File: config.mk
export PLATFORM = sky130hd
export DESIGN_NAME = player_sequencer_flat
export DESIGN_NICKNAME = d
export VERILOG_FILES = /design/src/rtl/player_sequencer_if.sv /design/src/rtl/player_sequencer.sv /design/src/flat_wrapper.sv
export SDC_FILE = /design/constraint.sdc
export NUM_CORES = 1
export LEC_CHECK = 0
export CORE_ASPECT_RATIO = 0.5
export CORE_MARGIN = 1.5
export CORE_UTILIZATION = 58
export DETAILED_ROUTE_END_ITERATION = 10
export PLACE_DENSITY = 0.87
export SLEW_MARGIN = 20
export SYNTH_ARGS = -nofsm -noshare
export SYNTH_HDL_FRONTEND = slang
export SYNTH_SLANG_ARGS = --single-unit
File: constraint.sdc
create_clock -name r_clk -period 8.1 [get_ports r_clk]
set_input_delay 1.62 -clock r_clk [delete_from_list [all_inputs] [get_ports r_clk]]
set_output_delay 1.62 -clock r_clk [all_outputs]
set_load 0.01 [all_outputs]
File: src/rtl/player_sequencer_if.sv
// player_sequencer_if -- command bus from the CSR block to player_sequencer.
// The master drives a start/stop command with its pass count and gap; the
// slave answers with cmd_ready.
interface player_sequencer_if #(
  parameter int LOOP_BITS = 8,
  parameter int GAP_BITS  = 16
);
  logic                 cmd_valid;
  logic                 cmd_ready;
  logic [1:0]           cmd_op;
  logic [LOOP_BITS-1:0] cmd_loops;
  logic [GAP_BITS-1:0]  cmd_gap;

  modport master (output cmd_valid, cmd_op, cmd_loops, cmd_gap, input cmd_ready);
  modport slave  (input cmd_valid, cmd_op, cmd_loops, cmd_gap, output cmd_ready);
endinterface

File: src/rtl/player_sequencer.sv
// player_sequencer -- sequences one sample player: rewinds it, lets it play,
// counts completed passes, inserts an idle gap between passes and stops after
// a programmed number of passes (0 = loop forever).
// Optional feature: define PLAYER_SEQ_TIMEOUT_EN to add a PLAY watchdog that
// raises the sticky fault flag when the player never reports done.
module player_sequencer #(
  parameter int LOOP_BITS    = 8,
  parameter int GAP_BITS     = 16,
  parameter int TIMEOUT_BITS = 12
) (
  input  logic                 r_clk,
  input  logic                 r_reset_n,
  player_sequencer_if.slave    cmd,
  output logic                 p_reset_n,
  input  logic                 p_done,
  output logic                 busy,
  output logic [LOOP_BITS-1:0] loops_done,
  output logic                 pass_pulse,
  output logic                 end_pulse,
  output logic                 aborted,
  output logic                 fault
);

  typedef enum logic [1:0] {IDLE, ARM, PLAY, GAP} state_t;

  localparam logic [LOOP_BITS-1:0] LOOPS_MAX = '1;

  // The watchdog compare happens one cycle early so fault lands exactly when
  // the counter would reach all-ones.
  if (TIMEOUT_BITS < 2) begin : g_timeout_bits_check
    $error("player_sequencer: TIMEOUT_BITS must be at least 2");
  end

  state_t               state;
  logic [LOOP_BITS-1:0] loops_cfg;
  logic [GAP_BITS-1:0]  gap_cfg;
  logic [GAP_BITS-1:0]  gap_cnt;
  logic                 cmd_fire;
  logic                 cmd_start;
  logic                 cmd_stop;
  logic [LOOP_BITS-1:0] loops_next;

`ifdef PLAYER_SEQ_TIMEOUT_EN
  localparam logic [TIMEOUT_BITS-1:0] WD_LIMIT = {{(TIMEOUT_BITS-1){1'b1}}, 1'b0};
  logic [TIMEOUT_BITS-1:0] wd_cnt;
`endif

  assign cmd_fire   = cmd.cmd_valid && cmd.cmd_ready;
  assign cmd_start  = cmd_fire && (cmd.cmd_op == 2'b01);
  assign cmd_stop   = cmd_fire && (cmd.cmd_op == 2'b10);
  assign loops_next = (loops_done == LOOPS_MAX) ? loops_done : loops_done + 1'b1;

  // Sequencer FSM: commands take priority over a p_done seen in the same cycle.
  always_ff @(posedge r_clk) begin
    if (!r_reset_n) begin
      state         <= IDLE;
      cmd.cmd_ready <= 1'b0;
      p_reset_n     <= 1'b0;
      busy          <= 1'b0;
      loops_done    <= '0;
      pass_pulse    <= 1'b0;
      end_pulse     <= 1'b0;
      aborted       <= 1'b0;
      loops_cfg     <= '0;
      gap_cfg       <= '0;
      gap_cnt       <= '0;
`ifdef PLAYER_SEQ_TIMEOUT_EN
      fault         <= 1'b0;
      wd_cnt        <= '0;
`endif
    end else begin
      cmd.cmd_ready <= 1'b1;
      pass_pulse    <= 1'b0;
      end_pulse     <= 1'b0;
      if (cmd_start) begin
        loops_cfg  <= cmd.cmd_loops;
        gap_cfg    <= cmd.cmd_gap;
        loops_done <= '0;
        aborted    <= 1'b0;
`ifdef PLAYER_SEQ_TIMEOUT_EN
        fault      <= 1'b0;
`endif
        state      <= ARM;
        busy       <= 1'b1;
        p_reset_n  <= 1'b0;
      end else if (cmd_stop && (state != IDLE)) begin
        state     <= IDLE;
        busy      <= 1'b0;
        p_reset_n <= 1'b0;
        aborted   <= 1'b1;
      end else begin
        case (state)
          IDLE: begin
            busy      <= 1'b0;
            p_reset_n <= 1'b0;
          end
          ARM: begin
            state     <= PLAY;
            p_reset_n <= 1'b1;
`ifdef PLAYER_SEQ_TIMEOUT_EN
            wd_cnt    <= '0;
`endif
          end
          PLAY: begin
            if (p_done) begin
              pass_pulse <= 1'b1;
              loops_done <= loops_next;
              if ((loops_cfg != '0) && (loops_next == loops_cfg)) begin
                end_pulse <= 1'b1;
                state     <= IDLE;
                busy      <= 1'b0;
                p_reset_n <= 1'b0;
              end else if (gap_cfg == '0) begin
                state     <= ARM;
                p_reset_n <= 1'b0;
              end else begin
                gap_cnt <= gap_cfg;
                state   <= GAP;
              end
            end
`ifdef PLAYER_SEQ_TIMEOUT_EN
            else if (wd_cnt == WD_LIMIT) begin
              fault     <= 1'b1;
              state     <= IDLE;
              busy      <= 1'b0;
              p_reset_n <= 1'b0;
            end else begin
              wd_cnt <= wd_cnt + 1'b1;
            end
`endif
          end
          GAP: begin
            if (gap_cnt == GAP_BITS'(1)) begin
              state     <= ARM;
              p_reset_n <= 1'b0;
            end else begin
              gap_cnt <= gap_cnt - 1'b1;
            end
          end
          default: begin
            state     <= IDLE;
            busy      <= 1'b0;
            p_reset_n <= 1'b0;
          end
        endcase
      end
    end
  end

`ifndef PLAYER_SEQ_TIMEOUT_EN
  assign fault = 1'b0;
`endif

endmodule

File: src/flat_wrapper.sv
// flat-port wrapper written by rule: the top's interface ports become plain ports
module player_sequencer_flat 
#(
  parameter int LOOP_BITS    = 8,
  parameter int GAP_BITS     = 16,
  parameter int TIMEOUT_BITS = 12
)
  (r_clk, r_reset_n, p_reset_n, p_done, busy, loops_done, pass_pulse, end_pulse, aborted, fault, cmd_cmd_valid, cmd_cmd_op, cmd_cmd_loops, cmd_cmd_gap, cmd_cmd_ready);
  player_sequencer_if #(.LOOP_BITS(LOOP_BITS), .GAP_BITS(GAP_BITS)) cmd_i ();
  input  logic r_clk;
  input  logic r_reset_n;
  output logic p_reset_n;
  input  logic p_done;
  output logic busy;
  output logic [LOOP_BITS-1:0] loops_done;
  output logic pass_pulse;
  output logic end_pulse;
  output logic aborted;
  output logic fault;
  input wire logic [$bits(cmd_i.cmd_valid)-1:0] cmd_cmd_valid;
  input wire logic [$bits(cmd_i.cmd_op)-1:0] cmd_cmd_op;
  input wire logic [$bits(cmd_i.cmd_loops)-1:0] cmd_cmd_loops;
  input wire logic [$bits(cmd_i.cmd_gap)-1:0] cmd_cmd_gap;
  output wire logic [$bits(cmd_i.cmd_ready)-1:0] cmd_cmd_ready;
  assign cmd_i.cmd_valid = cmd_cmd_valid;
  assign cmd_i.cmd_op = cmd_cmd_op;
  assign cmd_i.cmd_loops = cmd_cmd_loops;
  assign cmd_i.cmd_gap = cmd_cmd_gap;
  assign cmd_cmd_ready = cmd_i.cmd_ready;
  player_sequencer #(.LOOP_BITS(LOOP_BITS), .GAP_BITS(GAP_BITS), .TIMEOUT_BITS(TIMEOUT_BITS)) u_core (.r_clk(r_clk), .r_reset_n(r_reset_n), .cmd(cmd_i), .p_reset_n(p_reset_n), .p_done(p_done), .busy(busy), .loops_done(loops_done), .pass_pulse(pass_pulse), .end_pulse(end_pulse), .aborted(aborted), .fault(fault));
endmodule
==> flow_summary.yaml, run 1 <==
finish:
  antenna_cells: 0
  drive_gt1_share_pct: 6.67
  fin_util_pct: 69.5
  stdcell_area_um2: 3440
  fin_cells: 475
  final_nets: 437
  areaGrowthSynthToFinish_pct: 15.1
setup_path:
  worstSetupPathType: "input pin to flop"
  cp-end-kind: "flop"
  path_max_fanout: 20
  slowest_stage: "clkdlybuf4s50_1"
  cp_slowest_stage_delay_ns: 0.99
  crit_arrival_ns: 4.00
  crit_chain: "clkdlybuf4s50_1 > nand2_1 > or3_1 > a211oi_1 > o21a_1"
  cp-start-kind: "input pin"
  required_ns: 8.35
global_routing:
  grt_pass1_wl_um: 12100
  overflow: 0
  grt_max_degree: 38
  track_usage_pct: 26.8
  antenna_found_initial: 0
  grt_pass1_vias: 2716
clock_network:
  clk_latency_ns: 0.30
  cts_root_buf: "clkbuf_8"
  cts_buffer_depth: 2
  cts_made_buffers: 5
  post-cts-setup-buffers: 0
  clkTransAtPathRegs_ns: 0.10
  cts_hold_buf: 0
  h-tree-depth: 2
  cts_tree: "done"
  cts_sinks: 56
  cts_resized: 0
worst_hold_path:
  hp-class: "flop to flop"
sta:
  slew_viol_final: 0
  clock_skew_ns: 0.00490
  hold_viol: 0
  rsz0062_at_grt: "no"
  layout_min_cycle_time_ns: 3.75
  relSlewSlack_pct: 43.5
  whs_ns: 0.477
  fin_ws_ns: 4.35
  finalSetupTns_ns: 0
  tightest_slew_ns: 0.847
  setup_viol_count_final: 0
  fin_crit_sh_pct: 46.3
  max_freq_ghz: 0.267
yosys:
  postSynthCellCount: 380
  synth_seq_cells: 56
  synth_top_area_share_pct: 37.5
  synth_cell_type_count: 63
  synth_top_area_cell: "dfxtp_1"
  synth_top_family_by_area: "simple AND/OR/NAND/NOR gates"
  synth-simple-area-share_pct: 28.3
  yosys_warnings: 0
  syn_area_um2: 2990
  synth_mux_area_share_pct: 0.669
  synth_edf_count: 0
  synth_fa_ha_area_share_pct: 1.26
  synth_fp_nets: 413
  synth.area.top_cells: "dfxtp_1 (37%), nand2_1 (9.2%), a21oi_1 (7.0%), nor2_1 (4.3%), buf_6 (2.6%)"
  synth_compound_area_share_pct: 23.1
  yosysSeqAreaShare_pct: 37.5
  syn_area_per_cell_um2: 7.87
  async_flop_share_pct: 0
  synth_xor_area_share_pct: 2.05
  synth_top_flop_cell: "dfxtp_1"
floorplan:
  fp-row-count: 18
  coreArea_um2: 4950
  die_x_um: 105
  io_pins: 45
  start_util_pct: 60.4
  die_y_um: 53.8
  die_area_um2: 5620
pwr:
  peakVddDrop_mv: 0.0794
  p_leak_nw: 1.18
  power_mw: 0.509
  p_per_area_nw_per_um2: 148
route:
  wl_per_cell_um: 15.8
  via_per_inst: 6.29
  ant_nets: 0
  routed_wl_um: 7500
  drt-initial-drc-count: 207
  drc: 0
  drt_pass1_iterations: 5
  vias: 2989
placement:
  place_ws_ns: 4.08
  dp_hpwl_um: 5220
  gp_congestion: 0.900
  numPlacedInstances: 467
  io_buffers: 43
  place_area_um2: 3330
job:
  max-cap-violations: 0
status:
  outcome: "finished, final reports clean"
## placed cells by master (no fill, tap or decap), types with 3 or more instances in the layout
cell	count
a211oi_1	5
a21oi_1	42
a31oi_1	6
and3_1	7
clkbuf_8	5
clkdlybuf4s50_1	43
dfxtp_1	56
ha_1	3
inv_1	5
nand2_1	73
nand3_1	10
nand4_1	5
nand4b_1	3
nor2_1	34
nor3_1	15
nor4_1	7
o21ai_0	12
o221a_2	3
o32ai_1	9
or2_2	3
or3_1	3
xnor2_1	5
## registers in the layout (all words and copies together) (netlist names)
| register | cells |
|---|---|
| u_core.pass_pulse | 1 |
| u_core.state | 2 |
| u_core.busy | 1 |
| u_core.p_reset_n | 1 |
| u_core.cmd.cmd_ready | 1 |
| u_core.loops_done | 8 |
| u_core.end_pulse | 1 |
| u_core.loops_cfg | 8 |
| u_core.gap_cnt | 16 |
| u_core.aborted | 1 |
| u_core.gap_cfg | 16 |
## layout make-up
class                           count  area, um2
Clock buffer                        5       68.8
Clock inverter                      3       42.5
Sequential cell                    56       1120
Inverter                            6       22.5
Tap cell                           70       87.6
Timing Repair Buffer               44        438
Multi-Input combinational cell    291       1660
Fill cell                         410       1510
## worst max-delay path: cells and delay by family
| kind | cells | cell delay, ns |
|---|---|---|
| AO/OA/AOI/OAI | 2 | 0.47 |
| AND/OR/NAND/NOR | 2 | 0.92 |
| buffers and inverters | 1 | 0.99 |
## kinds of logic (layout without fill, tap and decap cells)
group	Yosys count	after routing
adders and majority gates	3	3
other	1	1
DFF	56	56
muxes	2	2
and+or+nand+nor	175	175
AOI/OAI and AO/OA	103	103
buffers and inverters	33	58
xor gates and xnor gates	7	7
## layer usage
metal / track usage, % / wire, um / vias to the layer above
li1: - / - / 1409
met1: 31.4 / 3100 / 1398
met2: 50.1 / 3680 / 158
met3: 5.93 / 527 / 24
met4: 10.2 / 195 / 0
met5: 0 / 0 / -
## power by group
part           internal, mW  switching (mW)
Sequential            0.278         0.00345
Combinational        0.0221          0.0236
Clock                0.0916          0.0893
## worst paths after layout
check	slack, ns	startpoint	end	cells past startpoint
max	4.35	r_reset_n	u_core.p_reset_n	5
min	0.48	u_core.gap_cnt[9]	u_core.gap_cnt[9]	2
max reg2reg	5.03	u_core.loops_done[0]	u_core.gap_cnt[13]	9
min reg2reg	0.48	u_core.gap_cnt[9]	u_core.gap_cnt[9]	2
## synthesized netlist by cell type, drive strengths merged (2+ instances only)
master and count:
nand2 74, dfxtp 56, a21oi 43, nor2 34
nor3 15, clkbuf 14, o21ai 12, buf 11
nand3 10, o32ai 9, and3 8, a211oi 7
nor4 7, a31oi 6, inv 6, nand4 6
xnor2 5, o221a 4, a21o 3, and2 3
ha 3, nand4b 3, or2 3, or3 3
a22oi 2, a311oi 2, and2b 2, and4 2
mux2i 2, o2111ai 2, o21a 2, o22ai 2
xor2 2
Note: power is estimated with default switching activity, not from simulation.
==> run 2: changes to the inputs <==
- CORE_UTILIZATION: 58 -> 49
- PLACE_DENSITY: 0.87 -> 0.78
- clock period: 8.1 -> 3.3 ns (I/O delays scaled with it)
==> flow_summary.yaml, run 2 (synthesis results as in run 1) <==
status:
  outcome: "finished, final reports clean"
clock_network:
  post-cts-setup-buffers: 0
  h-tree-depth: 2
  cts_resized: 0
  cts_hold_buf: 0
  clkTransAtPathRegs_ns: 0.08
  cts_sinks: 56
  cts_tree: "done"
  cts_root_buf: "clkbuf_16"
  cts_buffer_depth: 2
  cts_made_buffers: 5
  clk_latency_ns: 0.30
setup_path:
  slowest_stage: "dfxtp_1"
  reg2reg_slack_ns: 0.37
  rr_startpoint: "u_core.loops_done[0]"
  crit_chain: "ha_1 > and4_2 > a21boi_0 > or3_1 > a211oi_2 > nand4_4 > a21oi_4 > nor3_1 > o221a_2"
  cp-end-kind: "flop"
  worstSetupPathType: "flop to flop"
  required_ns: 3.49
  cp_slowest_stage_delay_ns: 0.42
  crit_start: "u_core.loops_done[0]"
  cp-start-kind: "flop"
  path_max_fanout: 13
  timing.rr.end: "u_core.gap_cnt[14]"
  r2r_cells: 9
  crit_arrival_ns: 3.12
job:
  max-cap-violations: 0
sta:
  finalSetupTns_ns: 0
  fin_crit_sh_pct: 88.8
  tightest_slew_ns: 0.886
  clock_skew_ns: 0.00678
  max_freq_ghz: 0.341
  relSlewSlack_pct: 40.8
  fin_ws_ns: 0.370
  slew_viol_final: 0
  whs_ns: 0.470
  layout_min_cycle_time_ns: 2.93
  hold_viol: 0
  setup_viol_count_final: 0
  rsz0062_at_grt: "no"
placement:
  numPlacedInstances: 475
  io_buffers: 43
  place_ws_ns: 0.413
  gp_congestion: 0.890
  dp_hpwl_um: 5330
finish:
  final_cell_mix: "nand2_1 (73), dfxtp_1 (56), clkdlybuf4s50_1 (43)"
  final_common_cell: "nand2_1"
  fin_util_pct: 61.9
  final_nets: 442
  antenna_cells: 0
  top_regs: "u_core.gap_cfg: 16 flops, u_core.gap_cnt: 16 flops"
  areaGrowthSynthToFinish_pct: 17.7
  fin_cells: 483
  drive_gt1_share_pct: 7.80
pwr:
  peakVddDrop_mv: 0.204
  p_int_mw: 1.03
  p_leak_nw: 1.22
  p_clk_share_pct: 40.2
  p_sw_share_pct: 24.1
  p_sw_mw: 0.326
  p_per_area_nw_per_um2: 384
  p_comb_share_pct: 8.6
  seqPwrFrac_pct: 51.2
floorplan:
  fp-row-count: 19
  die_y_um: 58.2
  coreArea_um2: 5680
  die_x_um: 113
  die_area_um2: 6610
  start_util_pct: 52.6
  io_pins: 45
route:
  drt-initial-drc-count: 352
  vias: 2957
  drc: 0
  ant_nets: 0
  wl_per_cell_um: 15.8
  via_per_inst: 6.12
  drt_pass1_iterations: 5
  routed_wl_um: 7640
worst_hold_path:
  min_path_cells: 2
  hp-class: "flop to flop"
  min_to: "u_core.gap_cnt[9]"
  hp-start: "u_core.gap_cnt[9]"
global_routing:
  track_usage_pct: 24.0
  overflow: 0
  grt_pass1_vias: 2694
  antenna_found_initial: 0
  grt_max_degree: 38
  grt_pass1_wl_um: 12600
==> run 2: worst max-delay path by stage <==
stage / end / cells past startpoint
2_1_floorplan: u_core.gap_cnt[15] / 11
3_3_place_gp: u_core.gap_cnt[0] / 9
3_5_place_dp: u_core.gap_cnt[0] / 9
4_1_cts: u_core.gap_cnt[0] / 9
5_1_grt: u_core.gap_cnt[0] / 9
6_report: u_core.gap_cnt[14] / 9
==> run 2: worst max-delay path, delay by kind of cell (launching register included) <==
family	cells	cell delay (ns)
AOI/OAI and AO/OA	4	1.10
and+or+nand+nor	4	0.96
DFF	1	0.42
adders and majority gates	1	0.33
==> run 2: metrics by stage <==
step / cell area, um2 / total power [mW]
finish: 3520 / 1.35
detailed placement: 3370 / 0.822
CTS: 3520 / 1.36
floorplan: 2990 / 0.770
global placement: 3370 / 0.820
global route: 3520 / 1.40
==> run 2: layer usage <==
layer | vias up | wire [um] | GRT usage [%]
li1 | 1423 | - | -
met1 | 1407 | 3460 | 31.5
met3 | 15 | 421 | 4.50
met2 | 112 | 3630 | 39.9
met4 | 0 | 126 | 9.64
met5 | - | 0 | 0
==> run 2: layout make-up <==
class	instances	area [um2]
Inverter	6	22.5
Sequential cell	56	1120
Fill cell	510	2160
Tap cell	73	91.3
Clock inverter	3	22.5
Clock buffer	5	125
Timing Repair Buffer	49	475
Multi-Input combinational cell	291	1660
==> run 2: power by group through the flow <==
| stage | Combinational, mW | Clock (mW) | Sequential, mW |
|---|---|---|---|
| 2_1_floorplan | 0.0659 | 0 | 0.705 |
| 5_1_grt | 0.125 | 0.581 | 0.693 |
| 3_3_place_gp | 0.113 | 0 | 0.707 |
| 4_1_cts | 0.115 | 0.553 | 0.692 |
| 6_report | 0.116 | 0.544 | 0.692 |
| 3_5_place_dp | 0.115 | 0 | 0.707 |
